File: config.mk
export PLATFORM = sky130hd
export DESIGN_NAME = rv32i_multiciclo
export DESIGN_NICKNAME = d
export VERILOG_FILES = /design/src/rtl/rv32i_mc_pkg.sv /design/src/rtl/rv32i_alu.sv /design/src/rtl/rv32i_multiciclo.sv
export SDC_FILE = /design/constraint.sdc
export NUM_CORES = 2
export LEC_CHECK = 0
export CORE_ASPECT_RATIO = 0.6
export CORE_MARGIN = 2
export CORE_UTILIZATION = 55
export CTS_CLUSTER_SIZE = 30
export DETAILED_ROUTE_END_ITERATION = 12
export PLACE_DENSITY = 0.72
export RECOVER_POWER = 100
export SLEW_MARGIN = 20
export SYNTH_ARGS = -nofsm -noshare
export SYNTH_HDL_FRONTEND = slang
export SYNTH_HIERARCHICAL = 1
export SYNTH_SLANG_ARGS = --single-unit
File: constraint.sdc
create_clock -name clk -period 9.66 [get_ports clk]
set_clock_uncertainty 0.05 [all_clocks]
set_input_delay 1.449 -clock clk [delete_from_list [all_inputs] [get_ports clk]]
set_output_delay 1.449 -clock clk [all_outputs]
set_load 0.05 [all_outputs]
File: src/rtl/rv32i_mc_pkg.sv
// Shared types and constants for the rv32i_multiciclo core: FSM states,
// RV32I opcodes, ALU operation encoding and branch funct3 codes.
package rv32i_mc_pkg;

   typedef enum logic [2:0] {
      S_FETCH,
      S_DECODE,
      S_EXECUTE,
      S_MEM,
      S_WB,
      S_TRAP
   } state_t;

   localparam logic [6:0] OPC_LUI    = 7'b0110111;
   localparam logic [6:0] OPC_OPIMM  = 7'b0010011;
   localparam logic [6:0] OPC_OP     = 7'b0110011;
   localparam logic [6:0] OPC_LOAD   = 7'b0000011;
   localparam logic [6:0] OPC_STORE  = 7'b0100011;
   localparam logic [6:0] OPC_BRANCH = 7'b1100011;
   localparam logic [6:0] OPC_JAL    = 7'b1101111;
   localparam logic [6:0] OPC_JALR   = 7'b1100111;

   typedef enum logic [3:0] {
      ALU_ADD,
      ALU_SUB,
      ALU_SLL,
      ALU_SLT,
      ALU_SLTU,
      ALU_XOR,
      ALU_SRL,
      ALU_SRA,
      ALU_OR,
      ALU_AND,
      ALU_PASS_B
   } alu_op_t;

   localparam logic [2:0] F3_BEQ  = 3'b000;
   localparam logic [2:0] F3_BNE  = 3'b001;
   localparam logic [2:0] F3_BLT  = 3'b100;
   localparam logic [2:0] F3_BGE  = 3'b101;
   localparam logic [2:0] F3_BLTU = 3'b110;
   localparam logic [2:0] F3_BGEU = 3'b111;

   // alt selects SUB/SRA (instruction bit 30)
   function automatic alu_op_t alu_op_from_f3(input logic [2:0] f3, input logic alt);
      case (f3)
         3'b000:  return alt ? ALU_SUB : ALU_ADD;
         3'b001:  return ALU_SLL;
         3'b010:  return ALU_SLT;
         3'b011:  return ALU_SLTU;
         3'b100:  return ALU_XOR;
         3'b101:  return alt ? ALU_SRA : ALU_SRL;
         3'b110:  return ALU_OR;
         default: return ALU_AND;
      endcase
   endfunction

   function automatic logic [31:0] imm_decode(input logic [31:0] ir);
      case (ir[6:0])
         OPC_STORE:  return {{20{ir[31]}}, ir[31:25], ir[11:7]};
         OPC_BRANCH: return {{19{ir[31]}}, ir[31], ir[7], ir[30:25], ir[11:8], 1'b0};
         OPC_LUI:    return {ir[31:12], 12'h000};
         OPC_JAL:    return {{11{ir[31]}}, ir[31], ir[19:12], ir[20], ir[30:21], 1'b0};
         default:    return {{20{ir[31]}}, ir[31:20]};
      endcase
   endfunction

endpackage

File: src/rtl/rv32i_alu.sv
// Combinational ALU for rv32i_multiciclo: result plus compare flags used by branches.
module rv32i_alu
   import rv32i_mc_pkg::*;
(
   input  alu_op_t     op,
   input  logic [31:0] a,
   input  logic [31:0] b,
   output logic [31:0] result,
   output logic        zero,
   output logic        lt,
   output logic        ltu
);

   // NOTE: every combinational output gets a default first, so no path can infer a latch.
   always_comb begin
      result = 32'd0;
      case (op)
         ALU_ADD:    result = a + b;
         ALU_SUB:    result = a - b;
         ALU_SLL:    result = a << b[4:0];
         ALU_SLT:    result = {31'd0, $signed(a) < $signed(b)};
         ALU_SLTU:   result = {31'd0, a < b};
         ALU_XOR:    result = a ^ b;
         ALU_SRL:    result = a >> b[4:0];
         ALU_SRA:    result = $unsigned($signed(a) >>> b[4:0]);
         ALU_OR:     result = a | b;
         ALU_AND:    result = a & b;
         ALU_PASS_B: result = b;
         default:    result = 32'd0;
      endcase
   end

   assign zero = (result == 32'd0);
   assign lt   = $signed(a) < $signed(b);
   assign ltu  = a < b;

endmodule

File: src/rtl/rv32i_multiciclo.sv
// Multi-cycle RV32I core with a single shared memory port.
// Optional performance counters are enabled by defining RV32I_MC_PERF_EN.
module rv32i_multiciclo
   import rv32i_mc_pkg::*;
#(
   parameter logic [31:0] RESET_PC = 32'h0000_0000,
   parameter int          NREGS    = 32
) (
   input  logic        clk,
   input  logic        reset,
   output logic        mem_req,
   output logic        mem_we,
   output logic [31:0] mem_addr,
   output logic [31:0] mem_wdata,
   input  logic [31:0] mem_rdata,
   input  logic        mem_ready,
   output logic [31:0] pc,
   output logic [31:0] ALUResult,
   output logic        trap
`ifdef RV32I_MC_PERF_EN
   ,
   output logic [31:0] cycle_count,
   output logic [31:0] instret_count
`endif
);

   localparam int         AW      = $clog2(NREGS);
   localparam logic [5:0] NREGS_L = 6'(NREGS);

   state_t      state, next_state;
   logic [31:0] ir, a_reg, b_reg, imm_reg, mdr;
   logic [31:0] regs [NREGS];

   logic [6:0]  opcode, funct7;
   logic [2:0]  funct3;
   logic [4:0]  rd_idx, rs1_idx, rs2_idx;

   assign opcode  = ir[6:0];
   assign rd_idx  = ir[11:7];
   assign funct3  = ir[14:12];
   assign rs1_idx = ir[19:15];
   assign rs2_idx = ir[24:20];
   assign funct7  = ir[31:25];

   logic is_store, is_jump;
   assign is_store = (opcode == OPC_STORE);
   assign is_jump  = (opcode == OPC_JAL) || (opcode == OPC_JALR);

   // ---------------- decode legality ----------------
   logic legal, uses_rs1, uses_rs2, writes_rd, idx_bad, decode_ok;

   always_comb begin
      legal     = 1'b0;
      uses_rs1  = 1'b0;
      uses_rs2  = 1'b0;
      writes_rd = 1'b0;
      case (opcode)
         OPC_LUI: begin
            legal     = 1'b1;
            writes_rd = 1'b1;
         end
         OPC_OPIMM: begin
            uses_rs1  = 1'b1;
            writes_rd = 1'b1;
            if (funct3 == 3'b001)      legal = (funct7 == 7'b0000000);
            else if (funct3 == 3'b101) legal = (funct7 == 7'b0000000) || (funct7 == 7'b0100000);
            else                       legal = 1'b1;
         end
         OPC_OP: begin
            uses_rs1  = 1'b1;
            uses_rs2  = 1'b1;
            writes_rd = 1'b1;
            legal     = (funct7 == 7'b0000000) ||
                        ((funct7 == 7'b0100000) && ((funct3 == 3'b000) || (funct3 == 3'b101)));
         end
         OPC_LOAD: begin
            uses_rs1  = 1'b1;
            writes_rd = 1'b1;
            legal     = (funct3 == 3'b010);
         end
         OPC_STORE: begin
            uses_rs1 = 1'b1;
            uses_rs2 = 1'b1;
            legal    = (funct3 == 3'b010);
         end
         OPC_BRANCH: begin
            uses_rs1 = 1'b1;
            uses_rs2 = 1'b1;
            legal    = (funct3 != 3'b010) && (funct3 != 3'b011);
         end
         OPC_JAL: begin
            legal     = 1'b1;
            writes_rd = 1'b1;
         end
         OPC_JALR: begin
            uses_rs1  = 1'b1;
            writes_rd = 1'b1;
            legal     = (funct3 == 3'b000);
         end
         default: legal = 1'b0;
      endcase
   end

   // Reduced register files (RV32E) reject any operand index beyond the array
   assign idx_bad = (uses_rs1  && ({1'b0, rs1_idx} >= NREGS_L)) ||
                    (uses_rs2  && ({1'b0, rs2_idx} >= NREGS_L)) ||
                    (writes_rd && ({1'b0, rd_idx}  >= NREGS_L));
   assign decode_ok = legal && !idx_bad;

   logic [31:0] rd1, rd2;
   assign rd1 = ((rs1_idx == 5'd0) || ({1'b0, rs1_idx} >= NREGS_L)) ? 32'd0 : regs[rs1_idx[AW-1:0]];
   assign rd2 = ((rs2_idx == 5'd0) || ({1'b0, rs2_idx} >= NREGS_L)) ? 32'd0 : regs[rs2_idx[AW-1:0]];

   // ---------------- execute datapath ----------------
   alu_op_t     alu_op;
   logic [31:0] alu_a, alu_b, alu_res, exec_result;
   logic        alu_zero, alu_lt, alu_ltu;

   always_comb begin
      alu_op = ALU_ADD;
      alu_a  = a_reg;
      alu_b  = imm_reg;
      case (opcode)
         OPC_OP: begin
            alu_op = alu_op_from_f3(funct3, ir[30]);
            alu_b  = b_reg;
         end
         OPC_OPIMM:  alu_op = alu_op_from_f3(funct3, (funct3 == 3'b101) && ir[30]);
         OPC_LUI:    alu_op = ALU_PASS_B;
         OPC_BRANCH: begin
            alu_op = ALU_SUB;
            alu_b  = b_reg;
         end
         OPC_JAL:    alu_a = pc;
         default:    alu_op = ALU_ADD;
      endcase
   end

   rv32i_alu u_alu (
      .op     (alu_op),
      .a      (alu_a),
      .b      (alu_b),
      .result (alu_res),
      .zero   (alu_zero),
      .lt     (alu_lt),
      .ltu    (alu_ltu)
   );

   assign exec_result = (opcode == OPC_JALR) ? {alu_res[31:1], 1'b0} : alu_res;

   logic        br_taken;
   logic [31:0] br_target, pc_plus4;
   assign br_target = pc + imm_reg;
   assign pc_plus4  = pc + 32'd4;

   always_comb begin
      br_taken = 1'b0;
      case (funct3)
         F3_BEQ:  br_taken = alu_zero;
         F3_BNE:  br_taken = !alu_zero;
         F3_BLT:  br_taken = alu_lt;
         F3_BGE:  br_taken = !alu_lt;
         F3_BLTU: br_taken = alu_ltu;
         F3_BGEU: br_taken = !alu_ltu;
         default: br_taken = 1'b0;
      endcase
   end

   // ---------------- FSM ----------------
   always_comb begin
      next_state = state;
      case (state)
         S_FETCH:  if (mem_ready) next_state = S_DECODE;
         S_DECODE: next_state = decode_ok ? S_EXECUTE : S_TRAP;
         S_EXECUTE: begin
            case (opcode)
               OPC_LOAD, OPC_STORE:
                  next_state = (exec_result[1:0] != 2'b00) ? S_TRAP : S_MEM;
               OPC_BRANCH:
                  next_state = (br_taken && (br_target[1:0] != 2'b00)) ? S_TRAP : S_FETCH;
               OPC_JAL, OPC_JALR:
                  next_state = (exec_result[1:0] != 2'b00) ? S_TRAP : S_WB;
               default: next_state = S_WB;
            endcase
         end
         S_MEM:    if (mem_ready) next_state = is_store ? S_FETCH : S_WB;
         S_WB:     next_state = S_FETCH;
         S_TRAP:   next_state = S_TRAP;
         default:  next_state = S_FETCH;
      endcase
   end

   // NOTE: clocked state uses non-blocking assignments only, so every flop samples pre-edge values.
   always_ff @(posedge clk) begin
      if (reset) state <= S_FETCH;
      else       state <= next_state;
   end

   // Outputs depend on state only (plus reset), never on mem_ready
   assign mem_req   = !reset && ((state == S_FETCH) || (state == S_MEM));
   assign mem_we    = !reset && (state == S_MEM) && is_store;
   assign mem_addr  = (state == S_MEM) ? ALUResult : pc;
   assign mem_wdata = b_reg;
   assign trap      = (state == S_TRAP);

   logic [31:0] wb_data;
   always_comb begin
      case (opcode)
         OPC_LOAD:          wb_data = mdr;
         OPC_JAL, OPC_JALR: wb_data = pc_plus4;
         default:           wb_data = ALUResult;
      endcase
   end

   // NOTE: the register file is cleared on reset, so it is built from flops rather than a RAM macro.
   always_ff @(posedge clk) begin
      if (reset) begin
         pc        <= RESET_PC;
         ir        <= 32'd0;
         a_reg     <= 32'd0;
         b_reg     <= 32'd0;
         imm_reg   <= 32'd0;
         mdr       <= 32'd0;
         ALUResult <= 32'd0;
         for (int i = 0; i < NREGS; i++) regs[i] <= 32'd0;
      end else begin
         case (state)
            S_FETCH: if (mem_ready) ir <= mem_rdata;
            S_DECODE: begin
               a_reg   <= rd1;
               b_reg   <= rd2;
               imm_reg <= imm_decode(ir);
            end
            S_EXECUTE: begin
               ALUResult <= exec_result;
               if ((opcode == OPC_BRANCH) && (next_state == S_FETCH))
                  pc <= br_taken ? br_target : pc_plus4;
            end
            S_MEM: begin
               if (mem_ready) begin
                  if (is_store) pc  <= pc_plus4;
                  else          mdr <= mem_rdata;
               end
            end
            S_WB: begin
               if (rd_idx != 5'd0) regs[rd_idx[AW-1:0]] <= wb_data;
               pc <= is_jump ? ALUResult : pc_plus4;
            end
            default: ;
         endcase
      end
   end

`ifdef RV32I_MC_PERF_EN
   logic retire;
   assign retire = ((state == S_EXECUTE) && (opcode == OPC_BRANCH) && (next_state == S_FETCH)) ||
                   ((state == S_MEM) && mem_ready && is_store) ||
                   (state == S_WB);

   always_ff @(posedge clk) begin
      if (reset) begin
         cycle_count   <= 32'd0;
         instret_count <= 32'd0;
      end else begin
         cycle_count <= cycle_count + 32'd1;
         if (retire) instret_count <= instret_count + 32'd1;
      end
   end
`endif

endmodule

# After elaboration in Yosys (flattened, before gate mapping)
# Memory sizes are Yosys's and may differ from the RTL's. A register that Yosys moved wholly into a read port is not among the register bits.
# Cells that the tools add are included.
[word_totals]
regBits = 227
mem_bits_rw = 1024
out_inout_bits = 131
memories = 1
[op_classes]
add_sub_neg = 4
n_lt_le_gt_ge = 2
eq_ne = 36
n_shift = 3
mux = 48
bitwise = 4
reduce_logical = 37
[mem_list]
columns = ["memory", "words", "word_bits", "read_ports", "rd_clocked_by_memory_dff", "write_ports", "line_no", "rtl"]
rows = [
  ["regs", 32, 32, 2, 2, 32, "rv32i_multiciclo.sv:32", "logic [31:0] regs [NREGS];"],
]
[op_table]
columns = ["operator", "n"]
rows = [
  ["$mux W32", 11],
  ["$pmux W32 S11", 1],
  ["$pmux W31 S4", 1],
  ["$pmux W32 S3", 1],
  ["$add A32 B32 Y32", 2],
  ["$lt A32 B32 Y1", 2],
  ["$pmux W32 S2", 1],
  ["$pmux W4 S7", 2],
  ["$add A32 B3 Y32 const B", 1],
  ["$and A32 B32 Y32", 1],
  ["$logic_not A32 Y1", 1],
  ["$or A32 B32 Y32", 1],
  ["$reduce_or A32 Y1", 1],
  ["$shl A32 B5 Y32", 1],
  ["$shr A32 B5 Y32", 1],
  ["$sshr A32 B5 Y32", 1],
  ["$sub A32 B32 Y32", 1],
  ["$xor A32 B32 Y32", 1],
  ["$eq A7 B6 Y1 const B", 4],
  ["$mux W5", 5],
  ["$eq A7 B7 Y1 const B", 3],
  ["$eq A3 B3 Y1 const B", 6],
  ["$mux W3", 6],
  ["$eq A4 B3 Y1 const B", 4],
  ["29 further kinds", 75],
]

# Logic depth before layout (Yosys ltp)
[logic_depth]
word_depth = 18
ltp_mapped = 35

# Modules after synthesis
# Netlist, hierarchy kept.
[modules_own_cells]
columns = ["module", "instances", "cells_each", "area_per_inst_um2"]
rows = [
  ["rv32i_multiciclo", 1, 4906, 64403.0],
  ["rv32i_alu", 1, 1487, 9959.6],
]

# Worst setup path after synthesis
# Ideal clock, no wire load.
[synth_timing]
path_kind = "reg-to-reg"
startpoint = "register ir[3]"
endpoint = "register pc[31]"
setup_time_ps = 127
t_arrival_ps = 7983
required_ps = 9483
slack_ps = 1500
stages_incl_launch_ff = 32
path_buffers = 7
cell_sequence = "dfxtp_1 -> buf_2 -> nand4bb_4 -> or3b_2 -> clkbuf_1 -> o21ai_1 -> buf_2 -> mux2_2 -> clkbuf_1 -> inv_1 -> clkbuf_1 -> clkbuf_1 -> clkbuf_1 -> ha_1 -> nor2_1 -> a221o_1 -> o21a_1 -> o21ai_1 -> nand3_1 -> and3_1 -> o21ai_0 -> or3b_1 -> or4_1 -> or4_1 -> nor4_2 -> mux2i_1 -> o211a_1 -> o311ai_0 -> nand2_2 -> o21bai_1 -> nor2_1 -> or3_1"
[synth_between]
elab_chain_cells = 16
[synth_rtl]
columns = ["item", "line_no", "rtl"]
rows = [
  ["from (decl)", "rv32i_multiciclo.sv:31", "logic [31:0] ir, a_reg, b_reg, imm_reg, mdr;"],
  ["from (signal assigned)", "rv32i_multiciclo.sv:228", "S_FETCH: if (mem_ready) ir <= mem_rdata;"],
  ["$eq A7 B7 Y1 / $eq A7 B6 Y1 (equally long branches)", "n/a", ""],
  ["$reduce_or A2 Y1 (no line) (*)", "n/a", ""],
  ["$mux W32 (*)", "rv32i_multiciclo.sv:123", "case (opcode)"],
  ["net alu_b[3]", "rv32i_multiciclo.sv:116", "logic [31:0] alu_a, alu_b, alu_res, exec_result;"],
  ["$sub A32 B32 Y32, or another cell as far along", "rv32i_alu.sv:19", "ALU_SUB: result = a - b;"],
  ["$pmux W32 S11 (*)", "rv32i_alu.sv:17", "case (op)"],
  ["$logic_not A32 Y1 (*)", "rv32i_alu.sv:33", "assign zero = (result == 32'd0);"],
  ["net alu_zero", "rv32i_multiciclo.sv:117", "logic alu_zero, alu_lt, alu_ltu;"],
  ["[2 not listed]", "n/a", ""],
  ["$logic_and A1 B1 Y1", "rv32i_multiciclo.sv:180", "next_state = (br_taken && (br_target[1:0] != 2'b00)) ? S_TRAP : S_FETCH;"],
  ["$mux W3", "rv32i_multiciclo.sv:180", ""],
  ["$pmux W3 S3", "rv32i_multiciclo.sv:176", "case (opcode)"],
  ["$pmux W3 S5", "rv32i_multiciclo.sv:172", "case (state)"],
  ["$logic_not A3 Y1", "rv32i_multiciclo.sv:236", "if ((opcode == OPC_BRANCH) && (next_state == S_FETCH))"],
  ["$logic_and A1 B1 Y1", "rv32i_multiciclo.sv:236", ""],
  ["$ne A2 B2 Y1 (no line)", "n/a", ""],
  ["$reduce_and A4 Y1 (no line)", "n/a", ""],
  ["to (signal assigned)", "rv32i_multiciclo.sv:237", "pc <= br_taken ? br_target : pc_plus4;"],
  ["to (signal assigned)", "rv32i_multiciclo.sv:241", "if (is_store) pc <= pc_plus4;"],
  ["to (signal assigned)", "rv32i_multiciclo.sv:247", "pc <= is_jump ? ALUResult : pc_plus4;"],
  ["to (decl)", "rv32i_multiciclo.sv:17", "output logic [31:0] pc,"],
]
# Mark *: on every way through the listed nets, which the timed path passes. The rest lies on a longest branch. The select of a mux whose other input is x is not followed.
# A chain may end at the register's enable or synchronous reset.

==> reports/metrics.json <==
{
  "power_and_ir_drop": {
    "total_power_mw": 13.61,
    "power.net_switching_mw": 4.052,
    "pwr-share-comb_pct": 18.4,
    "power_per_cell_area_nw_per_um2": 165.0,
    "power_report.internal_total_mw": 9.561,
    "power.leakage_nw": 27.15,
    "seq_power_share_pct": 46.1,
    "netSwitchingFraction_pct": 29.77,
    "worst_vdd_rail_ir_drop_uv": 170.6,
    "clock_share_of_power_pct": 35.4
  },
  "place": {
    "dpl_worst_slack_ps": 288.2,
    "io_buffers": 165,
    "final_estimated_routing_congestion_in_global_placement": 1.127,
    "detailedPlacementHpwl_um": 228800,
    "dpl.cell_count": 8080
  },
  "worst_setup_path": {
    "critical_path_required_ps": 9960,
    "timing_worst_setup_path_type": "in -> reg",
    "critical_path_data_arrival_time_ps": 10040,
    "regToRegSetupSlack_ps": 10,
    "critical_path.startpoint_type": "input port",
    "crit_path_end_kind": "flop",
    "critical_path_peak_fanout": 120
  },
  "floorplanning": {
    "rows": 104,
    "die-area_um2": 138300,
    "start_util_pct": 55.43,
    "ios": 166,
    "die_y_um": 288.8,
    "die_w_um": 478.7,
    "core_region_area_um2": 134200
  },
  "outcome": {
    "result_of_the_run": "finished, violations left",
    "violations": "capacitance limit, slew limit, setup timing"
  },
  "routing": {
    "num_vias": 61615,
    "drt.antenna.violating_nets": 0,
    "wire_per_inst_um": 39.30,
    "detailedRoute.firstIterationViolations": 11648,
    "firstDrtPassIters": 8,
    "drcViolationCount": 0,
    "total_wire_length_um": 326200,
    "viasPerCell": 7.423
  },
  "timing": {
    "timing.final.crit_share_pct": 100.8,
    "period_minus_slack_ps": 9738,
    "setup_viol": 18,
    "report.final.slew_viol_count": 1489,
    "layout_setup_ws_ps": -78.36,
    "final.setup.tns_ps": -832.1,
    "final-hold-violation-count": 0,
    "clock.fmax_mhz": 102.7,
    "rsz0062_at_grt": "no",
    "worstMarginPinSlew_ps": 8162,
    "slew-limit-headroom_pct": -444.1
  },
  "cells_and_area": {
    "layout.cells.most_common": "sky130_fd_sc_hd__nor2_1",
    "count_of_fill_cells_added_during_filler_insertion": 10450,
    "largest_register_ff_count": 1024,
    "reg_with_most_ffs": "regs",
    "layout-area-overhead-vs-synth_pct": 10.93,
    "ff_latch_area_um2": 35530,
    "layout_common_cells": "1,393 x sky130_fd_sc_hd__nor2_1, 1,024 x sky130_fd_sc_hd__edfxtp_1, 668 x sky130_fd_sc_hd__mux4_2",
    "final_layout_size_suffix_gt1_share_pct": 20.06,
    "multi_input_area_um2": 36670,
    "end_of_flow_core_utilization_pct": 61.49,
    "layout.cells.non_filler": 8300,
    "fin_nets": 6565
  },
  "grt": {
    "grt_max_degree": 136,
    "grt_first_pass_wirelength_um": 448200,
    "grt_pass1_vias": 57244,
    "grt_antenna_before_repair": 18,
    "grt_util_all_layers_pct": 46.59,
    "globalRouteOverflowTotal": 0
  },
  "synthesis": {
    "async_flop_share_pct": 0,
    "post-synth-top-area-cell": "sky130_fd_sc_hd__edfxtp_1",
    "postSynthAreaPerCell_um2": 11.63,
    "yosysTopAreaCellShare_pct": 41.35,
    "synth.top_cells.by_area": "sky130_fd_sc_hd__edfxtp_1 41%, sky130_fd_sc_hd__mux4_2 20%, sky130_fd_sc_hd__nor2_1 7.1%",
    "yosysWarningCount": 6,
    "synthFlopType": "sky130_fd_sc_hd__edfxtp_1",
    "netlist_area_um2": 74360,
    "yosysUniqueCellTypes": 101,
    "synth.ff_latch_count": 1261,
    "synth.yosys.seq_area_share_pct": 47.73,
    "synthesized_netlist_cell_count": 6393,
    "synth_edf_count": 1024
  },
  "cts": {
    "max-clock-path-buffers": 3,
    "clock-sinks": 1261,
    "cts_tree": "built",
    "clkTransAtPathRegs_ps": 70,
    "cts_htree_levels": 3,
    "cts_buffers": 113,
    "postCtsResizedCells": 0,
    "insertion_delay_ps": 810,
    "hold_buffer_count_at_cts": 0,
    "root_buffer": "sky130_fd_sc_hd__clkbuf_16",
    "cts_setup_buffers": 0
  },
  "worst_hold_path": {
    "hold_class": "reg -> reg"
  },
  "job": {
    "max-cap-violations": 47
  }
}
[cells in the mapped netlist (11+ instances only)]
cell / number
sky130_fd_sc_hd__xnor2_1: 44
sky130_fd_sc_hd__mux4_2: 668
sky130_fd_sc_hd__o21bai_1: 19
sky130_fd_sc_hd__clkbuf_1: 440
sky130_fd_sc_hd__a21o_1: 25
sky130_fd_sc_hd__o22ai_1: 32
sky130_fd_sc_hd__nor2b_1: 27
sky130_fd_sc_hd__a211oi_1: 70
sky130_fd_sc_hd__ha_1: 132
sky130_fd_sc_hd__o21ai_1: 24
sky130_fd_sc_hd__nand2b_1: 57
sky130_fd_sc_hd__o221ai_1: 16
sky130_fd_sc_hd__a2111oi_0: 12
sky130_fd_sc_hd__buf_1: 40
sky130_fd_sc_hd__and2_1: 15
sky130_fd_sc_hd__nor3_1: 97
sky130_fd_sc_hd__o211ai_1: 41
sky130_fd_sc_hd__or4_1: 11
sky130_fd_sc_hd__edfxtp_1: 1024
sky130_fd_sc_hd__and3_1: 15
sky130_fd_sc_hd__a221o_1: 11
sky130_fd_sc_hd__xor2_1: 18
sky130_fd_sc_hd__nand4_1: 25
sky130_fd_sc_hd__a221oi_1: 45
sky130_fd_sc_hd__nand2_1: 503
sky130_fd_sc_hd__a21oi_1: 352
sky130_fd_sc_hd__or3_1: 21
sky130_fd_sc_hd__inv_1: 128
sky130_fd_sc_hd__mux2_1: 12
sky130_fd_sc_hd__a22oi_1: 19
sky130_fd_sc_hd__o31ai_1: 26
sky130_fd_sc_hd__mux2_2: 94
sky130_fd_sc_hd__buf_2: 98
sky130_fd_sc_hd__o21a_1: 16
sky130_fd_sc_hd__dfxtp_1: 237
sky130_fd_sc_hd__a311oi_1: 15
sky130_fd_sc_hd__nor3b_1: 14
sky130_fd_sc_hd__a31oi_1: 17
sky130_fd_sc_hd__o21ai_0: 125
sky130_fd_sc_hd__a22o_1: 19
sky130_fd_sc_hd__nand3_1: 64
sky130_fd_sc_hd__nor2_1: 1397
sky130_fd_sc_hd__nor4_1: 22
sky130_fd_sc_hd__mux2i_1: 125
[per-layer routing]
metal | wire (µm) | GRT usage [%]
met5 | 627 | 0
met4 | 11390 | 13.67
met3 | 63830 | 24.24
met2 | 123700 | 58.41
met1 | 126600 | 69.23
[stage by stage]
step                hold slack (ps)  cell area (µm²)
floorplan                     386.0            74480
global placement              391.7            78980
detailed placement            397.7            78980
CTS                           408.1            82800
global route                  435.8            82480
finish                        409.9            82490
[cells by family after synthesis]
logic type	synth area share (%)
simple gates	13.18
flops	47.73
compound gates	8.628
mux	23.52
buf+inv	3.905
fa+ha+maj	2.302
xor+xnor	0.7302
other cells	0.005043
[cell type report]
class / count / area share [%]
multi-input combinational: 4437 / 44.46
clock inverter: 71 / 1.016
timing repair buffer: 444 / 4.455
clock buffer: 141 / 3.622
tap: 1802 / 2.733
sequential: 1261 / 43.07
inverter: 138 / 0.6280
antenna: 6 / 0.01820
[power by group through the flow]
| stage | Sequential, mW | Combinational (mW) | Clock (mW) |
|---|---|---|---|
| after floorplan | 6.30 | 1.46 | 0 |
| after global placement | 6.36 | 2.37 | 0 |
| after detailed placement | 6.38 | 2.37 | 0 |
| after CTS | 6.26 | 2.38 | 4.80 |
| after global routing | 6.29 | 2.54 | 5.01 |
| final | 6.28 | 2.51 | 4.82 |
[path summary, 6_finish.rpt]
kind | start | endpoint | cells after the start
worst max-delay path | reset | regs[11][10]$_SDFFCE_PN0P_ | 4
worst min-delay path | mdr[18]$_SDFFE_PP0P_ | mdr[18]$_SDFFE_PP0P_ | 2
worst max register to register | ir[3]$_SDFFE_PP0P_ | pc[11]$_SDFFE_PP0P_ | 29
worst min register to register | mdr[18]$_SDFFE_PP0P_ | mdr[18]$_SDFFE_PP0P_ | 2
[worst max-delay path, cell delays in order]
cell,delay (ps)
sky130_fd_sc_hd__buf_8,390
sky130_fd_sc_hd__clkbuf_1,5640
sky130_fd_sc_hd__nand2b_1,1480
sky130_fd_sc_hd__clkbuf_2,880
(Power assumes the default switching activity.)
